**src/rtl/sw_allocator.sv**
```systemverilog
// Switch allocator: per-output round-robin arbitration with wormhole packet locking
// and per-(output,VC) credit tracking. Allocation is combinational (zero-cycle).
module sw_allocator #(
  parameter int NUM_INPORTS  = 3,
  parameter int NUM_OUTPORTS = 2,
  parameter int NUM_VCS      = 2,
  parameter int BUFFER_SIZE  = 8,
  localparam int IN_W  = (NUM_INPORTS  > 1) ? $clog2(NUM_INPORTS)  : 1,
  localparam int OP_W  = (NUM_OUTPORTS > 1) ? $clog2(NUM_OUTPORTS) : 1,
  localparam int VC_W  = (NUM_VCS      > 1) ? $clog2(NUM_VCS)      : 1,
  localparam int CNT_W = $clog2(BUFFER_SIZE + 1)
) (
  input  logic                                              clk,
  input  logic                                              n_rst,
  input  logic [NUM_INPORTS-1:0]                            req,
  input  logic [NUM_INPORTS-1:0][OP_W-1:0]                  req_outport,
  input  logic [NUM_INPORTS-1:0][VC_W-1:0]                  req_vc,
  input  logic [NUM_INPORTS-1:0]                            req_tail,
  input  logic [NUM_OUTPORTS-1:0][NUM_VCS-1:0]              credit_return,
  output logic [NUM_INPORTS-1:0]                            grant,
  output logic [NUM_OUTPORTS-1:0][IN_W-1:0]                 xbar_sel,
  output logic [NUM_OUTPORTS-1:0]                           xbar_valid,
  output logic [NUM_OUTPORTS-1:0][NUM_VCS-1:0][CNT_W-1:0]   credits
);

  typedef logic [CNT_W-1:0] cnt_t;
  typedef enum logic {ST_IDLE, ST_LOCKED} state_t;

  localparam cnt_t CNT_MAX = cnt_t'(BUFFER_SIZE);

  // Grant and return on the same cycle cancel; returns beyond full depth are dropped.
  function automatic cnt_t sat_credit(input cnt_t cnt, input logic inc, input logic dec);
    cnt_t res;
    res = cnt;
    if (dec && !inc) begin
      res = cnt - cnt_t'(1);
    end else if (inc && !dec && (cnt < CNT_MAX)) begin
      res = cnt + cnt_t'(1);
    end
    return res;
  endfunction

  state_t                                state_q   [NUM_OUTPORTS];
  state_t                                state_d   [NUM_OUTPORTS];
  logic [NUM_OUTPORTS-1:0][IN_W-1:0]     owner_q, owner_d;
  logic [NUM_OUTPORTS-1:0][VC_W-1:0]     owner_vc_q, owner_vc_d;
  logic [NUM_OUTPORTS-1:0][IN_W-1:0]     rr_q, rr_d;
  cnt_t                                  credit_q  [NUM_OUTPORTS][NUM_VCS];
  cnt_t                                  credit_d  [NUM_OUTPORTS][NUM_VCS];

  logic [NUM_OUTPORTS-1:0][NUM_INPORTS-1:0] elig;
  logic [NUM_OUTPORTS-1:0]                  out_vld;
  logic [NUM_OUTPORTS-1:0][IN_W-1:0]        out_sel;
  logic [NUM_OUTPORTS-1:0][VC_W-1:0]        win_vc;
  logic [NUM_OUTPORTS-1:0]                  win_tail;

  // Allocation: eligibility, per-output arbitration, grant fan-back
  always_comb begin
    int idx;
    elig     = '0;
    out_vld  = '0;
    out_sel  = '0;
    win_vc   = '0;
    win_tail = '0;
    grant    = '0;
    idx      = 0;
    for (int o = 0; o < NUM_OUTPORTS; o++) begin
      for (int i = 0; i < NUM_INPORTS; i++) begin
        elig[o][i] = req[i] && (int'(req_outport[i]) == o) &&
                     (credit_q[o][req_vc[i]] != '0);
      end
      if (state_q[o] == ST_LOCKED) begin
        // A locked output only serves the owner, and only against the owner's VC credit.
        if (req[owner_q[o]] && (int'(req_outport[owner_q[o]]) == o) &&
            (credit_q[o][owner_vc_q[o]] != '0)) begin
          out_vld[o] = 1'b1;
          out_sel[o] = owner_q[o];
        end
      end else begin
        for (int k = 0; k < NUM_INPORTS; k++) begin
          idx = (int'(rr_q[o]) + k) % NUM_INPORTS;
          if (!out_vld[o] && elig[o][idx]) begin
            out_vld[o] = 1'b1;
            out_sel[o] = IN_W'(idx);
          end
        end
      end
      if (!n_rst) begin
        out_vld[o] = 1'b0;
        out_sel[o] = '0;
      end
      if (out_vld[o]) begin
        grant[out_sel[o]] = 1'b1;
        win_tail[o]       = req_tail[out_sel[o]];
        win_vc[o]         = (state_q[o] == ST_LOCKED) ? owner_vc_q[o] : req_vc[out_sel[o]];
      end
    end
  end

  assign xbar_valid = out_vld;
  assign xbar_sel   = out_sel;

  // Next state: lock FSM, round-robin pointer, credit counters
  always_comb begin
    state_d    = state_q;
    owner_d    = owner_q;
    owner_vc_d = owner_vc_q;
    rr_d       = rr_q;
    credit_d   = credit_q;
    for (int o = 0; o < NUM_OUTPORTS; o++) begin
      case (state_q[o])
        ST_IDLE: begin
          if (out_vld[o]) begin
            rr_d[o] = IN_W'((int'(out_sel[o]) + 1) % NUM_INPORTS);
            if (!win_tail[o]) begin
              state_d[o]    = ST_LOCKED;
              owner_d[o]    = out_sel[o];
              owner_vc_d[o] = win_vc[o];
            end
          end
        end
        ST_LOCKED: begin
          if (out_vld[o] && win_tail[o]) begin
            state_d[o] = ST_IDLE;
          end
        end
        default: state_d[o] = ST_IDLE;
      endcase
      for (int v = 0; v < NUM_VCS; v++) begin
        credit_d[o][v] = sat_credit(credit_q[o][v], credit_return[o][v],
                                    out_vld[o] && (int'(win_vc[o]) == v));
      end
    end
  end

  always_ff @(posedge clk) begin
    if (!n_rst) begin
      owner_q    <= '0;
      owner_vc_q <= '0;
      rr_q       <= '0;
      for (int o = 0; o < NUM_OUTPORTS; o++) begin
        state_q[o] <= ST_IDLE;
        for (int v = 0; v < NUM_VCS; v++) begin
          credit_q[o][v] <= CNT_MAX;
        end
      end
    end else begin
      owner_q    <= owner_d;
      owner_vc_q <= owner_vc_d;
      rr_q       <= rr_d;
      for (int o = 0; o < NUM_OUTPORTS; o++) begin
        state_q[o] <= state_d[o];
        for (int v = 0; v < NUM_VCS; v++) begin
          credit_q[o][v] <= credit_d[o][v];
        end
      end
    end
  end

  always_comb begin
    credits = '0;
    for (int o = 0; o < NUM_OUTPORTS; o++) begin
      for (int v = 0; v < NUM_VCS; v++) begin
        credits[o][v] = credit_q[o][v];
      end
    end
  end

endmodule

```
**config.mk**
```make
export PLATFORM = sky130hd
export DESIGN_NAME = sw_allocator
export DESIGN_NICKNAME = d
export VERILOG_FILES = /design/src/rtl/sw_allocator.sv
export SDC_FILE = /design/constraint.sdc
export NUM_CORES = 1
export LEC_CHECK = 0
export BUFFER_PORTS_ARGS = -buffer_cell sky130_fd_sc_hd__buf_2
export CORE_ASPECT_RATIO = 1.4
export CORE_UTILIZATION = 56
export CTS_CLUSTER_SIZE = 8
export DETAILED_ROUTE_END_ITERATION = 6
export PLACE_DENSITY = 0.77
export SLEW_MARGIN = 30
export SYNTH_ARGS = -nofsm -noshare
export SYNTH_HDL_FRONTEND = slang
export SYNTH_SLANG_ARGS = --single-unit
```
**constraint.sdc**
```tcl
create_clock -name clk -period 10.6 [get_ports clk]
set_clock_uncertainty 0.05 [all_clocks]
set_input_delay 2.12 -clock clk [delete_from_list [all_inputs] [get_ports clk]]
set_output_delay 2.12 -clock clk [all_outputs]
set_load 0.02 [all_outputs]
```
Yosys cells after proc, flatten, opt, wreduce, memory -nomap -nowiden

Cells that the tools add are included.
Widths: inputs -> output; s select.

Flip-flop bits (word level): 28
Bits in latches: 0
Memory bits (writable): 0
ROM bits: 0
Input bits: 18
Word-level logic and storage cells: 253
Memories kept: 0

$add $sub $neg: 14
$mul: 0
Divide/modulo/power cells: 8
Order comparisons: 21
Eq/ne operators: 0
Shifts and indexed selects: 0
Multiplexer cells: 114
Bitwise operators: 16
Reductions and logical operators: 68

Operators by type and width:

| kind                  | number |
|---|---|
| $lt 32x4->1 const B   | 6 |
| $mod 32x3->32 const B | 6 |
| $mux 4                | 32 |
| $mod 3x3->32 const B  | 2 |
| $mux 1                | 50 |
| $logic_and 1x1->1     | 40 |
| $reduce_bool 4->1     | 8 |
| $bmux 1 s2            | 14 |
| $mux 2                | 12 |
| $add 4x1->4 const B   | 4 |
| $lt 4x4->1 const B    | 4 |
| $sub 4x1->4 const B   | 4 |
| $add 2x1->3 const B   | 4 |
| $logic_not 1->1       | 12 |
| $lt 2x3->1 const B    | 4 |
| $ge 2x2->1 const B    | 5 |
| $not 1->1             | 10 |
| $not 1->2             | 5 |
| $reduce_bool 2->1     | 4 |
| $add 2x2->3 const B   | 2 |
| $mux 3                | 2 |
| $reduce_and 3->1      | 2 |
| $demux 1 s2           | 2 |
| $ge 2x1->1 const B    | 2 |
| 3 further kinds       | 5 |

Depth between registers and ports, before layout

Depth after elaboration: 31
Depth in mapped cells: 17

Worst setup path before layout

OpenSTA, ideal clock, no wires.

Path type: input to output
Start point: in req_vc[2] in the netlist's numbering
End point: out grant[0]
Arrival time: 4111 ps
Path slack: 4319 ps
Cell stages on the path: 7
Buffers on the path: 0
Cell sequence: mux2_2 or2_1 o31a_1 a221oi_4 inv_1 ha_1 a22o_1

RTL lines:

| what            | RTL line | RTL |
|---|---|---|
| start, declared | 17       | `input logic [NUM_INPORTS-1:0][VC_W-1:0] req_vc,` |
| end, declared   | 20       | `output logic [NUM_INPORTS-1:0] grant,` |

Worst setup path after layout

Start point: in req_vc[2] in the netlist's numbering
End point: out grant[1]

Word-level cells in the longest chain between the ends: 27
Elaborated cells on any way between the ends: 74
Classes of those cells: order compare (4); mux (54); bitwise (2); reduce/logical (14)

Ends and longest elaborated chain:

| what                                                           | RTL line | RTL |
|---|---|---|
| $not 1->2 (implied by the code) (*)                            | 70       | `(credit_q[o][req_vc[i]] != '0);` |
| $mux 4 (implied by the code) (3 in a row)                      | 70       |  |
| $reduce_bool 4->1                                              | 70       |  |
| $logic_and 1x1->1                                              | 69       | `elig[o][i] = req[i] && (int'(req_outport[i]) == o) &&` |
| $bmux 1 s2                                                     | 82       | `if (!out_vld[o] && elig[o][idx]) begin` |
| $mux 1 (implied by the code) (2 in a row)                      | 82       |  |
| $mux 1                                                         | 82       |  |
| $mux 1                                                         | 72       | `if (state_q[o] == ST_LOCKED) begin` |
| (+8 left out)                                                  | -        |  |
| $mux 2                                                         | 88       | `if (!n_rst) begin` |
| $lt 2x3->1 (implied by the code) or $ge 2x1->1 (tied branches) | 93       | `grant[out_sel[o]] = 1'b1;` |
| $logic_and 1x1->1 (implied by the code)                        | 93       |  |
| $mux 1 (implied by the code)                                   | 93       |  |
| $demux 1 s2                                                    | 93       |  |
| $mux 3                                                         | 92       | `if (out_vld[o]) begin` |
| $or 3x3->3 (no line)                                           | -        |  |
| $mux 3 (*)                                                     | 92       |  |

Mark *: on every way between the ends. The rest lies on a longest branch, timed or not. The select of a mux whose other input is x is not followed.

==> out/qor.yml <==
run_status:
  status: "completed"
critical_path:
  cp_slowest_cell: "a221oi_4"
  critPathLaunchType: "input pin"
  cp-end-kind: "output port"
  cpPeakStageDelay_ns: 0.42
  crit_type: "in2out"
  path_cells: "buf_2 -> mux2_2 -> or2_1 -> o31a_1 -> a221oi_4 -> inv_1 -> ha_1 -> a22o_1 -> buf_2"
  cp.arrival_ns: 4.37
  cp_max_fo: 7
  cp_common_cell: "buf_2"
  worstPathRequired_ns: 8.43
grt:
  antenna_found_initial: 0
  grt_overflow: 0
  grt_pass1_vias: 2269
  grt_usage_pct: 25.4
  grt_pass1_wl_um: 10000
  grt_max_degree: 47
layout:
  area_growth_pct: 11.8
  nets: 403
  finish.utilization_pct: 65.3
  layout-drive-gt1-share_pct: 19.1
  diodes: 0
yosys:
  syn_area_mm2: 0.00265
  synth_xor_area_share_pct: 1.32
  syn_nets: 364
  synth_top_family_by_area: "compound AO/OA/AOI/OAI gates"
  synthTopCellsByArea: "dfxtp_1 21%, mux2i_1 9.1%, ha_1 9.0%"
  synth_fa_ha_area_share_pct: 12.0
  ys_top_cells_by_count: "45 x nand2_1, 34 x inv_1, 28 x dfxtp_1"
  synth_mux_area_share_pct: 9.49
  synth-edff-count: 0
  yosys_register_bits: 28
  synth_seq_area_share_pct: 21.2
  ys_async_sr_fraction_pct: 0
  syn-instance-count: 323
  yosys.cell_count.top_type: "nand2_1"
  synth-compound-area-share_pct: 26.6
  synth_top_area_share_pct: 21.2
  ys_types: 68
  synth_area_leader_cell: "dfxtp_1"
  synthFlopType: "dfxtp_1"
  ys_warn_count: 0
  synthSimpleGateAreaFrac_pct: 23.1
  syn_area_per_cell_um2: 8.20
timing:
  setup_viol: 0
  slew_viol_final: 0
  rsz0062_at_grt: "no"
  period_minus_slack_ns: 6.54
  slew_headroom_pct: 49.5
  fmax_ghz: 0.153
  hold_viol_final: 0
  tns_ns: 0
  timing.final.crit_share_pct: 61.7
  tightest_slew_ns: 0.757
floorplan:
  die-area_mm2: 0.00501
  io_pins: 43
  fp.dieH_um: 83.4
  die_width_um: 60.1
  core.rowCount: 29
  start_util_pct: 58.4
  coreArea_mm2: 0.00454
clocking:
  path_clk_slew_ns: 0.09
  cts.htree.levels: 1
  cts_hold_buf: 0
  cts_buffers: 3
  cts_tree: "yes"
  cts_root_buf: "clkbuf_8"
  clockBufferDepth: 2
  clock_sink_count: 28
  cts_setup_buffers: 0
  ctsResizeCount: 0
  clock_latency_ns: 0.27
power:
  power_density_mw_per_mm2: 135
  irDropWorstVdd_mv: 0.0927
  leakagePower_nw: 1.37
route:
  drc: 0
  viasPerCell: 5.81
  wl_um: 5930
  drt-pass1-iter-count: 4
  drt_iter0_drc: 185
  final_antenna_net_count: 0
  dr_total_vias: 2458
  wire_per_inst_um: 14.0
placed_design:
  port-buffer-count: 42
  dp_hpwl_um: 4720
  finalWeightedCongestion: 0.917
min_path:
  min-delay-path-class: "reg2reg"
flow_run:
  maxCapViolCount: 0
-- power breakdown --
part           switching, mW  internal (mW)
combinational          0.120         0.0815
clock                 0.0312         0.0332
sequential            0.0157          0.117
total                  0.167          0.232
-- area by class of cell --
type / count / area [um^2]
fill: 417 / 1570
inverter: 36 / 135
clock buffer: 4 / 55.1
multi-input combinational: 251 / 1920
sequential: 28 / 561
tap: 62 / 77.6
timing repair buffer: 42 / 210
-- path summary, 6_finish.rpt --
check / startpoint / to / slack, ns / depth (start not counted)
max: req_vc[2] / grant[1] / 4.06 / 9
min: owner_vc_q[0]$_SDFFE_PN0P_ / owner_vc_q[0]$_SDFFE_PN0P_ / 0.44 / 2
max reg2reg: credits[0]$_SDFFE_PN0P_ / credits[3]$_SDFFE_PN1P_ / 6.84 / 14
min reg2reg: owner_vc_q[0]$_SDFFE_PN0P_ / owner_vc_q[0]$_SDFFE_PN0P_ / 0.44 / 2
-- routing by layer --
metal	global-route usage, %	vias up	part of all wire, %
li1	-	1244	-
met1	33.5	1123	46
met2	41.6	75	47
met3	2.34	16	4.1
met4	9.73	0	2.7
met5	0	-	0
-- cells by family after synthesis --
| logic type | count (synthesis) |
|---|---|
| flops | 28 |
| fa+ha+maj | 23 |
| buf+inv | 44 |
| compound gates | 90 |
| mux | 25 |
| xor+xnor | 4 |
| simple gates | 109 |
-- sequential cells by signal, indices dropped and copies added (netlist names), named ones only --
| signal | count |
|---|---|
| owner_q | 4 |
| rr_q | 4 |
| credits | 16 |
| owner_vc_q | 2 |
-- critical path: cells and delay by family --
| family | cells | cell delay [ns] |
|---|---|---|
| AO/OA/AOI/OAI | 3 | 0.98 |
| buffers and inverters | 3 | 0.45 |
| multiplexers | 1 | 0.36 |
| adder cells (fa/ha/maj) | 1 | 0.20 |
| AND/OR/NAND/NOR | 1 | 0.25 |
-- placed cells by master (no fill, tap or decap), drive strengths merged, types with 4 or more instances in the layout --
master   synthesis  routed
and2             4       4
a21boi           4       4
or2              5       5
xnor2            4       4
nor2             6       6
clkbuf           8       4
dfxtp           28      28
nand3            5       5
fa               4       4
buf              0      42
nand2b           7       7
o211ai           4       4
nand2           45      45
o21a             5       5
nor4             4       4
ha              19      19
a22o             4       4
a21o             8       8
a21oi           14      14
or3              8       8
inv             34      34
o2111ai          4       4
o21ai           17      17
mux2i           24      24
nor2b           11      11
-- through the flow --
| step | total power [mW] | setup WS [ns] | instance area, um^2 | hold WS [ns] | std cells |
|---|---|---|---|---|---|
| after global routing | 0.429 | 3.95 | 2960 | 0.460 | 423 |
| after floorplan | 0.287 | 4.32 | 2650 | 0.399 | 323 |
| after global placement | 0.332 | 4.14 | 2910 | 0.411 | 419 |
| after CTS | 0.401 | 4.07 | 2960 | 0.441 | 423 |
| after detailed placement | 0.336 | 4.08 | 2910 | 0.426 | 419 |
| final | 0.399 | 4.06 | 2960 | 0.441 | 423 |
No activity file was read; power rests on OpenSTA's default activity.
